File: config.mk
export PLATFORM = sky130hd
export DESIGN_NAME = qracc_csr
export DESIGN_NICKNAME = d
export VERILOG_FILES = /design/src/rtl/qracc_csr.sv
export SDC_FILE = /design/constraint.sdc
export NUM_CORES = 1
export LEC_CHECK = 0
export CORE_ASPECT_RATIO = 2
export CORE_MARGIN = 2
export CORE_UTILIZATION = 38
export CTS_BUF_LIST = sky130_fd_sc_hd__clkbuf_16
export DETAILED_ROUTE_END_ITERATION = 12
export PLACE_DENSITY = 0.77
export SLEW_MARGIN = 20
export SYNTH_ARGS = -nofsm -noshare
export SYNTH_HDL_FRONTEND = slang
export SYNTH_SLANG_ARGS = --single-unit
File: constraint.sdc
create_clock -name clk -period 2.4 [get_ports clk]
set_input_delay 0.6 -clock clk [delete_from_list [all_inputs] [get_ports clk]]
set_output_delay 0.6 -clock clk [all_outputs]
set_load 0.02 [all_outputs]
File: src/rtl/qracc_csr.sv
// QRACC control/status register block.
// Two-state request/response slave on the controller bus: a request is
// committed on the IDLE->RESP edge and acknowledged with a one-cycle ready.
// Build option QRACC_CSR_READBACK_EN: when defined, CSR1..CSR6 read back their
// stored values; when undefined they read as zero (writes still take effect).

package qracc_pkg;

  typedef enum logic [2:0] {
    TRIGGER_IDLE            = 3'd0,
    TRIGGER_LOAD_SCALER     = 3'd1,
    TRIGGER_LOAD_ACTIVATION = 3'd2,
    TRIGGER_COMPUTE_ANALOG  = 3'd3,
    TRIGGER_COMPUTE_DIGITAL = 3'd4,
    TRIGGER_READ_ACC        = 3'd5,
    TRIGGER_WRITE_OUTPUT    = 3'd6,
    TRIGGER_RESERVED        = 3'd7
  } qracc_trigger_t;

  typedef struct packed {
    logic        binary_cfg;
    logic        unsigned_acts;
    logic [3:0]  adc_ref_range_shifts;
    logic [3:0]  filter_size_y;
    logic [3:0]  filter_size_x;
    logic [3:0]  stride_x;
    logic [3:0]  stride_y;
    logic [3:0]  n_input_bits_cfg;
    logic [3:0]  n_output_bits_cfg;
    logic [15:0] input_fmap_dimx;
    logic [15:0] input_fmap_dimy;
    logic [15:0] output_fmap_dimx;
    logic [15:0] output_fmap_dimy;
    logic [15:0] mapped_matrix_offset_x;
    logic [15:0] mapped_matrix_offset_y;
    logic [15:0] n_input_channels;
    logic [15:0] n_output_channels;
    logic [3:0]  padding;
    logic [7:0]  padding_value;
    logic        preserve_ifmap;
  } qracc_config_t;

endpackage

module qracc_csr
  import qracc_pkg::*;
(
  input  logic           clk,
  input  logic           nrst,
  input  logic [31:0]    ctrl_data_i,
  input  logic [31:0]    ctrl_addr_i,
  input  logic           ctrl_wen_i,
  input  logic           ctrl_valid_i,
  output logic           ctrl_ready_o,
  output logic [31:0]    ctrl_read_data_o,
  input  logic           busy_i,
  input  logic [3:0]     internal_state_i,
  output qracc_config_t  cfg_o,
  output qracc_trigger_t trigger_o,
  output logic           clear_o,
  output logic           inst_write_mode_o
);

  typedef enum logic {
    S_IDLE,
    S_RESP
  } state_t;

  state_t         state_q;
  logic           ready_q;
  logic [31:0]    rdata_q;
  qracc_trigger_t trigger_q;
  logic           clear_q;
  logic           err_q;
  logic           iwm_q;
  qracc_config_t  cfg_q;

  logic [2:0]     idx;
  logic           mapped;
  logic           trig_req;
  logic [31:0]    rd_word;
  logic           unused_addr;

  assign idx         = ctrl_addr_i[4:2];
  assign mapped      = (ctrl_addr_i[31:5] == '0) && (idx != 3'd7);
  assign trig_req    = (ctrl_data_i[2:0] != 3'd0);
  assign unused_addr = ^ctrl_addr_i[1:0];

  // Readback word for the addressed CSR, sampled at the commit edge.
  always_comb begin
    rd_word = '0;
    if (mapped) begin
      case (idx)
        3'd0: begin
          rd_word[4]    = busy_i;
          rd_word[5]    = iwm_q;
          rd_word[6]    = err_q;
          rd_word[11:8] = internal_state_i;
          rd_word[12]   = cfg_q.preserve_ifmap;
        end
`ifdef QRACC_CSR_READBACK_EN
        3'd1: rd_word = {cfg_q.n_output_bits_cfg, cfg_q.n_input_bits_cfg,
                         cfg_q.stride_y, cfg_q.stride_x,
                         cfg_q.filter_size_x, cfg_q.filter_size_y,
                         cfg_q.adc_ref_range_shifts, 2'b00,
                         cfg_q.unsigned_acts, cfg_q.binary_cfg};
        3'd2: rd_word = {cfg_q.input_fmap_dimy, cfg_q.input_fmap_dimx};
        3'd3: rd_word = {cfg_q.output_fmap_dimy, cfg_q.output_fmap_dimx};
        3'd4: rd_word = {cfg_q.mapped_matrix_offset_y, cfg_q.mapped_matrix_offset_x};
        3'd5: rd_word = {cfg_q.n_output_channels, cfg_q.n_input_channels};
        3'd6: rd_word = {20'd0, cfg_q.padding_value, cfg_q.padding};
`endif
        default: rd_word = '0;
      endcase
    end
  end

  // Handshake FSM, register commit and one-cycle response pulses.
  always_ff @(posedge clk) begin
    if (!nrst) begin
      state_q             <= S_IDLE;
      ready_q             <= 1'b0;
      rdata_q             <= '0;
      trigger_q           <= TRIGGER_IDLE;
      clear_q             <= 1'b0;
      err_q               <= 1'b0;
      iwm_q               <= 1'b0;
      cfg_q               <= '0;
      cfg_q.filter_size_x <= 4'd1;
      cfg_q.filter_size_y <= 4'd1;
      cfg_q.stride_x      <= 4'd1;
      cfg_q.stride_y      <= 4'd1;
    end else begin
      case (state_q)
        S_IDLE: begin
          ready_q   <= 1'b0;
          rdata_q   <= '0;
          trigger_q <= TRIGGER_IDLE;
          clear_q   <= 1'b0;
          if (ctrl_valid_i) begin
            state_q <= S_RESP;
            ready_q <= 1'b1;
            rdata_q <= ctrl_wen_i ? '0 : rd_word;
            if (ctrl_wen_i && mapped) begin
              if (idx == 3'd0) begin
                iwm_q                <= ctrl_data_i[5];
                cfg_q.preserve_ifmap <= ctrl_data_i[12];
                clear_q              <= ctrl_data_i[3];
                if (trig_req && !busy_i) begin
                  trigger_q <= qracc_trigger_t'(ctrl_data_i[2:0]);
                end
                // A clear in the same write overrides any error it raises.
                if (ctrl_data_i[3]) begin
                  err_q <= 1'b0;
                end else if (trig_req && busy_i) begin
                  err_q <= 1'b1;
                end
              end else if (busy_i) begin
                err_q <= 1'b1;
              end else begin
                case (idx)
                  3'd1: begin
                    cfg_q.binary_cfg           <= ctrl_data_i[0];
                    cfg_q.unsigned_acts        <= ctrl_data_i[1];
                    cfg_q.adc_ref_range_shifts <= ctrl_data_i[7:4];
                    cfg_q.filter_size_y        <= ctrl_data_i[11:8];
                    cfg_q.filter_size_x        <= ctrl_data_i[15:12];
                    cfg_q.stride_x             <= ctrl_data_i[19:16];
                    cfg_q.stride_y             <= ctrl_data_i[23:20];
                    cfg_q.n_input_bits_cfg     <= ctrl_data_i[27:24];
                    cfg_q.n_output_bits_cfg    <= ctrl_data_i[31:28];
                  end
                  3'd2: {cfg_q.input_fmap_dimy, cfg_q.input_fmap_dimx} <= ctrl_data_i;
                  3'd3: {cfg_q.output_fmap_dimy, cfg_q.output_fmap_dimx} <= ctrl_data_i;
                  3'd4: {cfg_q.mapped_matrix_offset_y, cfg_q.mapped_matrix_offset_x} <= ctrl_data_i;
                  3'd5: {cfg_q.n_output_channels, cfg_q.n_input_channels} <= ctrl_data_i;
                  3'd6: begin
                    cfg_q.padding       <= ctrl_data_i[3:0];
                    cfg_q.padding_value <= ctrl_data_i[11:4];
                  end
                  default: ;
                endcase
              end
            end
          end
        end
        S_RESP: begin
          state_q   <= S_IDLE;
          ready_q   <= 1'b0;
          rdata_q   <= '0;
          trigger_q <= TRIGGER_IDLE;
          clear_q   <= 1'b0;
        end
        default: state_q <= S_IDLE;
      endcase
    end
  end

  assign ctrl_ready_o      = ready_q;
  assign ctrl_read_data_o  = rdata_q;
  assign trigger_o         = trigger_q;
  assign clear_o           = clear_q;
  assign inst_write_mode_o = iwm_q;
  assign cfg_o             = cfg_q;

endmodule

---- Word-level counts from Yosys, hierarchy flattened ----
Index checks and enable logic that the tools add are counted.
cells by class
  bitwise operators ....................... 3
  shift operators ......................... 0
  reduce and logical (&&, ||, !) cells .... 17
  order comparisons ....................... 0
  add/sub/neg operators ................... 0
  muxes and demuxes ....................... 21
  multiply operators ...................... 0
  divide/modulo/power cells ............... 0
  equality and inequality tests ........... 8
operator list
  operator              number
  $mux W32              2
  $pmux W32 S2          1
  $reduce_and A6 Y1     6
  $logic_not A27 Y1     1
  $mux W3               5
  $mux W13              1
  $eq A3 B3 Y1 const B  3
  $mux W1               8
  $eq A3 B2 Y1 const B  2
  $pmux W3 S2           1
  $mux W5               1
  $reduce_and A5 Y1     1
  $logic_and A1 B1 Y1   4
  $pmux W1 S2           2
  $reduce_and A4 Y1     1
  $eq A3 B1 Y1 const B  1
  $logic_not A3 Y1      1
  $ne A3 B2 Y1 const B  1
  $ne A3 B3 Y1 const B  1
  $not A1 Y1            3
  $reduce_bool A3 Y1    1
  $reduce_bool A2 Y1    1
  $logic_not A1 Y1      1
storage, ports and cells
  register bits after elaboration ......... 210
  latch bits .............................. 0
  output and inout bits ................... 209
  word-level logic and storage cells ...... 75
  bits in writable memories ............... 0
  input port bits ......................... 73
  bits in read-only memories .............. 0
  memories kept ........................... 0

---- Depth between registers and ports, before layout ----
Gate-level depths: netlist of run 1.
  depth after elaboration ................. 7
  gate-level depth with buffers ........... 8
  gate-level depth less buffers ........... 5

---- Least setup slack after synthesis of run 1 ----
No wires, ideal clock.
  path type ............................... in2reg
  from .................................... input port ctrl_addr_i[19]
  to ...................................... register cfg_q (netlist bit cfg_o[130])
  data required time ...................... 2.331 ns
  setup time .............................. 0.069 ns
  setup slack ............................. -0.022 ns
  arrival time ............................ 2.353 ns
  path buffers ............................ 2
  stages on the path ...................... 7
  path through ............................ or4_4 > nor2_8 > nand3_4 > buf_6 > or4_4 > buf_6 > o21ai_1
on the way
  longest elaborated chain between the ends .. 4
RTL lines
  what                         RTL line  text
  start: declaration           51        input logic [31:0] ctrl_addr_i,
  $logic_not A27 Y1            85        assign mapped = (ctrl_addr_i[31:5] == '0) && (idx != 3'd7);
  $logic_and A1 B1 Y1          85
  $logic_and A1 B1 Y1          144       if (ctrl_wen_i && mapped) begin
  $reduce_and A6 Y1 (no line)  -
  end: declaration             76        qracc_config_t cfg_q;
No other way between the ends.
A chain may end at the register's enable or synchronous reset.

---- Final worst setup path of run 1 ----
  from .................................... input port ctrl_addr_i[21]
  to ...................................... register cfg_q (netlist bit cfg_o[14])
Same word-level chain as after synthesis.

==> impl_metrics.yaml, run 1 <==
sta:
  drv_slew: 0
  setup_viol: 0
  fin_skew_ps: 8.96
  maxClockFrequency_mhz: 426
  hold_violations: 0
  post-route-min-period_ps: 2350
  fin_crit_sh: 0.977
setup_path:
  worstSetupStartpoint: "ctrl_addr_i[21]"
  crit_path_end_kind: "register"
  rrSetupSlack_ps: 660
  arrival_ps: 2710
  crit_required_ps: 2770
  worst_setup_path_start_kind: "input port"
  r2r_start: "ctrl_ready_o$_SDFF_PP0_"
  crit_type: "in2reg"
  crit_fanout: 10
min_path:
  hp-class: "reg2reg"
  min-delay-start: "cfg_o[20]$_SDFFE_PN0P_"
routing:
  drt-vias-per-instance: 5.37
  wl_per_cell_um: 19.3
  finalWirelength_mm: 23.0
  postRouteAntennaNets: 0
  num_vias: 6420
  route.detailed.drc: 0
  drtIter0Drc: 318
  drtPass1Iterations: 5
die:
  pin_count: 282
  die_area_sq_um: 18400
  initial_core_util: 0.385
  die_h_um: 190
  die_x_um: 97.0
  core_area_sq_um: 17100
  rows: 68
layout:
  fillers: 1466
  syn2layout_area_growth_pct: 55.4
  nNetsFinal: 1046
  fin_cells: 1196
  drive_above_1_share: 0.100
  antenna_cells: 0
logic_synthesis:
  ys_async_sr_fraction: 0
  ys_top_cells_by_count: "dfxtp_1 (186), nand3_1 (155), o21ai_0 (88), o21ai_1 (66), nand2_1 (49)"
  synthMostInstantiatedCell: "dfxtp_1"
  synth_compound_area_frac: 0.123
  synth_mux_area_frac: 0.0213
  synth_edf_count: 0
  yosysSeqAreaShare: 0.566
  yosys.area_share.simple: 0.216
  synth_area_leaders: "dfxtp_1 (57%), nand3_1 (12%), o21ai_0 (6.7%)"
  synth_top_area_share: 0.566
  synth_top_family_by_area: "simple AND/OR/NAND/NOR gates"
  syn_avg_cell_area_sq_um: 9.25
  synth-seq-cells: 186
  syn-cell-area_sq_um: 6580
  synth_top_cell_by_area: "dfxtp_1"
  postSynthCellCount: 711
  ys_warn_count: 0
  synthDistinctLibCells: 35
  synth_ff_type: "dfxtp_1"
  synthXorXnorAreaFrac: 0
  synthAdderAreaFrac: 0
run:
  drv_cap: 0
pwr:
  power.total_uw: 6270
  p_per_area_nw_per_um2: 614
  irDropWorstVdd_mv: 0.452
  power_leakage_uw: 0.00379
clocking:
  cts_htree_levels: 4
  clock_latency_ps: 430
  cts_buffers: 17
  cts.sinks: 186
  clkTransAtPathRegs_ps: 80
  clock_path_buffers: 2
  cts_tree: "built"
  cts_root_buffer: "clkbuf_16"
placed_design:
  hpwl_mm: 15.5
  gp_congestion: 0.853
  port_buffers: 255
  placed_cells: 1158
global_route:
  antenna_found_initial: 0
  grt_pass1_vias: 6188
  grt_max_degree: 61
  grtUsageTotal: 0.237
  grt_pass1_wl_mm: 34.5
  grt_overflow_total: 0
outcome:
  status: "finished, final reports clean"
-- timing repair --
item,4_1_cts,5_1_grt
resized for setup,23,19
endpoints found under the setup margin,172,144
hold buffers,0,0
pin swaps,5,3
gates cloned,1,3
setup buffers,1,1
-- where the power goes --
part	total, uW	internal (uW)	switching, uW
Clock	2850	1490	1350
Combinational	341	138	203
Sequential	3080	3080	0.814
Total	6270	4720	1560
-- sequential cells by signal, summed over array words and instances (netlist names) --
signal             flops
cfg_o                171
clear_o                1
ctrl_read_data_o       8
ctrl_ready_o           1
err_q                  1
inst_write_mode_o      1
trigger_o              3
-- worst paths after layout --
kind,end,cells past startpoint
setup / recovery,cfg_o[14]$_SDFFE_PN0P_,8
hold / removal,cfg_o[20]$_SDFFE_PN0P_,2
setup reg to reg,cfg_o[14]$_SDFFE_PN0P_,5
hold reg to reg,cfg_o[20]$_SDFFE_PN0P_,2
-- area by class of cell --
class | instances | area, sq um | area share
Timing Repair Buffer | 298 | 3060 | 0.300
Clock buffer | 17 | 425 | 0.0416
Sequential cell | 186 | 3720 | 0.364
Tap cell | 210 | 263 | 0.0257
Multi-Input combinational cell | 463 | 2540 | 0.249
Clock inverter | 15 | 171 | 0.0168
Inverter | 7 | 26.3 | 0.00257
-- logic make-up after synthesis --
logic type	Yosys count
buffers and inverters	87
other	1
flip-flops	186
AND/OR/NAND/NOR	263
AO/OA/AOI/OAI	160
multiplexers	14
-- cells in the final DEF, fill, tap and decap left out, types with 10 or more instances in the layout --
cell type and count:
nand2_1 49, clkbuf_16 19, mux2i_1 14, dfxtp_1 186
conb_1 24, buf_12 10, clkdlybuf4s50_1 237, buf_4 29
and2_1 11, dlymetal6s2s_1 11, nand3_1 155, o21ai_1 73
o21ai_0 79
-- metal layers --
metal,routed length [um],share of wire,vias to the layer above,track usage
met5,0,0,-,0
met4,550,0.024,0,0.0758
met3,2350,0.10,34,0.0819
met2,11400,0.50,363,0.412
met1,8740,0.38,3031,0.272
li1,-,-,2992,-
-- metrics by stage --
| stage | setup TNS [ps] | setup slack, ps | hold slack, ps | utilization | area (sq um) |
|---|---|---|---|---|---|
| after detailed placement | -96090 | -607 | 446 | 0.553 | 9450 |
| after CTS | -30.9 | -15.0 | 463 | 0.590 | 10100 |
| after floorplan | -650 | -21.8 | 431 | - | 6660 |
| final | 0 | 55.0 | 458 | 0.597 | 10200 |
| after global routing | -17.8 | -8.76 | 480 | 0.597 | 10200 |
| after global placement | -90830 | -542 | 444 | 0.553 | 9450 |
-- critical path, cell delays in order --
cell	delay (ps)
dlygate4sd2_1	240
or4_4	570
nor2_8	150
nand3_4	140
buf_6	170
or4_4	510
clkbuf_16	220
o21ai_1	110
Power figures use the tool's default switching activity.
==> run 2, diff against run 1 <==
==> constraint.sdc (replaced) <==
create_clock -name clk -period 2.4 [get_ports clk]
set_input_delay 0.48 -clock clk [delete_from_list [all_inputs] [get_ports clk]]
set_output_delay 0.48 -clock clk [all_outputs]
set_load 0.02 [all_outputs]
==> impl_metrics.yaml, run 2 (same netlist as run 1, synthesis figures left out) <==
setup_path:
  worst_setup_path_start_kind: "input port"
  cp_top_family: "simple AND/OR/NAND/NOR gates"
  slowest_delay_ps: 570
  r2r_start: "ctrl_ready_o$_SDFF_PP0_"
  crit_path_end_kind: "register"
  crit_required_ps: 2750
  arrival_ps: 2670
  crit_fanout: 32
  crit_chain: "clkdlybuf4s50_1 > or4_4 > nor2_8 > nand3_4 > or4_4 > buf_12 > o21ai_0"
  worstSetupStartpoint: "ctrl_addr_i[19]"
  crit_slowest_cell: "or4_4"
  crit_path_frequent_cell: "or4_4"
  cp_num_buf_inv: 2
  crit_type: "in2reg"
  rrSetupSlack_ps: 630
layout:
  antenna_cells: 0
  fillers: 1481
  mostFrequentLayoutCells: "clkdlybuf4s50_1 (254), dfxtp_1 (186), nand3_1 (155), o21ai_0 (84), o21ai_1 (70)"
  final_common_cell: "clkdlybuf4s50_1"
  fin_area_sq_um: 10100
  seq_area_sq_um: 3720
  drive_above_1_share: 0.0791
  fin_cells: 1183
  multiInputGateArea_sq_um: 2470
  syn2layout_area_growth_pct: 53.4
  largest_reg_flops: 171
  nNetsFinal: 1033
routing:
  drtIter0Drc: 277
  drtPass1Iterations: 4
  num_vias: 6276
  drt-vias-per-instance: 5.31
  finalWirelength_mm: 21.7
  route.detailed.drc: 0
  postRouteAntennaNets: 0
  wl_per_cell_um: 18.3
sta:
  maxClockFrequency_mhz: 429
  setup_viol: 0
  fin_crit_sh: 0.970
  grt_setup_unrepaired: "no"
  post-route-min-period_ps: 2330
  drv_slew: 0
  hold_violations: 0
  fin_skew_ps: 5.52
  worst_slack_ps: 70.9
  final.setup.tns_ps: 0
outcome:
  status: "finished, final reports clean"
placed_design:
  hpwl_mm: 15.2
  gp_congestion: 0.855
  pre_cts_ws_ps: -407
  placement.cell_area_sq_um: 9430
  placed_cells: 1151
  port_buffers: 255
clocking:
  clock_latency_ps: 430
  cts_tree: "built"
  cts_hold_buffers: 0
  cts.sinks: 186
  clock_path_buffers: 2
  cts_setup_buffers: 0
  cts_root_buffer: "clkbuf_16"
  clkTransAtPathRegs_ps: 70
  ctsResizeCount: 0
  cts_buffers: 17
  cts_htree_levels: 4
pwr:
  p_per_area_nw_per_um2: 642
  power_leakage_uw: 0.00363
  irDropWorstVdd_mv: 0.556
  power.total_uw: 6480
die:
  pin_count: 282
  die_x_um: 97.0
  core_area_sq_um: 17100
  die_h_um: 190
  initial_core_util: 0.385
  rows: 68
  die_area_sq_um: 18400
global_route:
  grt_overflow_total: 0
  antenna_found_initial: 0
  grt_pass1_vias: 6027
  grt_max_degree: 53
  grtUsageTotal: 0.232
  grt_pass1_wl_mm: 33.9
run:
  drv_cap: 0
min_path:
  hp-class: "reg2reg"
  min-delay-start: "cfg_o[2]$_SDFFE_PN0P_"
-- run 2: layout make-up --
cell class              count  share of cell area
flip-flops and latches    186               0.369
repair buffers            287               0.293
multi-input cells         461               0.245
clock buffers              17              0.0422
well taps                 210              0.0260
clock inverters            15              0.0226
inverters                   7             0.00260
-- run 2: tightest hold or removal path: stages (launching register included) --
cell     delay [ps]
dfxtp_1         310
nand2_1          50
mux2i_1          50
-- run 2: power by group --
part / internal [uW] / switching (uW)
clock network: 1710 / 1350
logic: 139 / 196
registers: 3080 / 0.886
-- run 2: per-stage QoR --
step | hold slack, ps | util
finish | 460 | 0.590
floorplan | 430 | -
global route | 479 | 0.590
detailed placement | 450 | 0.552
CTS | 463 | 0.590
global placement | 445 | 0.552
-- run 2: path summary, 6_finish.rpt --
kind                                                 to  depth (start not counted)
worst max-delay path             cfg_o[61]$_SDFFE_PN0P_                          7
worst max register to register  cfg_o[149]$_SDFFE_PN1P_                          6
worst min register to register    cfg_o[2]$_SDFFE_PN0P_                          2
worst min-delay path              cfg_o[2]$_SDFFE_PN0P_                          2
-- run 2: routing by layer --
| layer | routed length [um] | up-vias | part of all wire | track usage |
|---|---|---|---|---|
| met5 | 0 | - | 0 | 0 |
| met4 | 478 | 0 | 0.022 | 0.0813 |
| met3 | 2320 | 33 | 0.11 | 0.0915 |
| met2 | 10500 | 319 | 0.49 | 0.388 |
| met1 | 8320 | 2957 | 0.38 | 0.270 |
| li1 | - | 2967 | - | - |
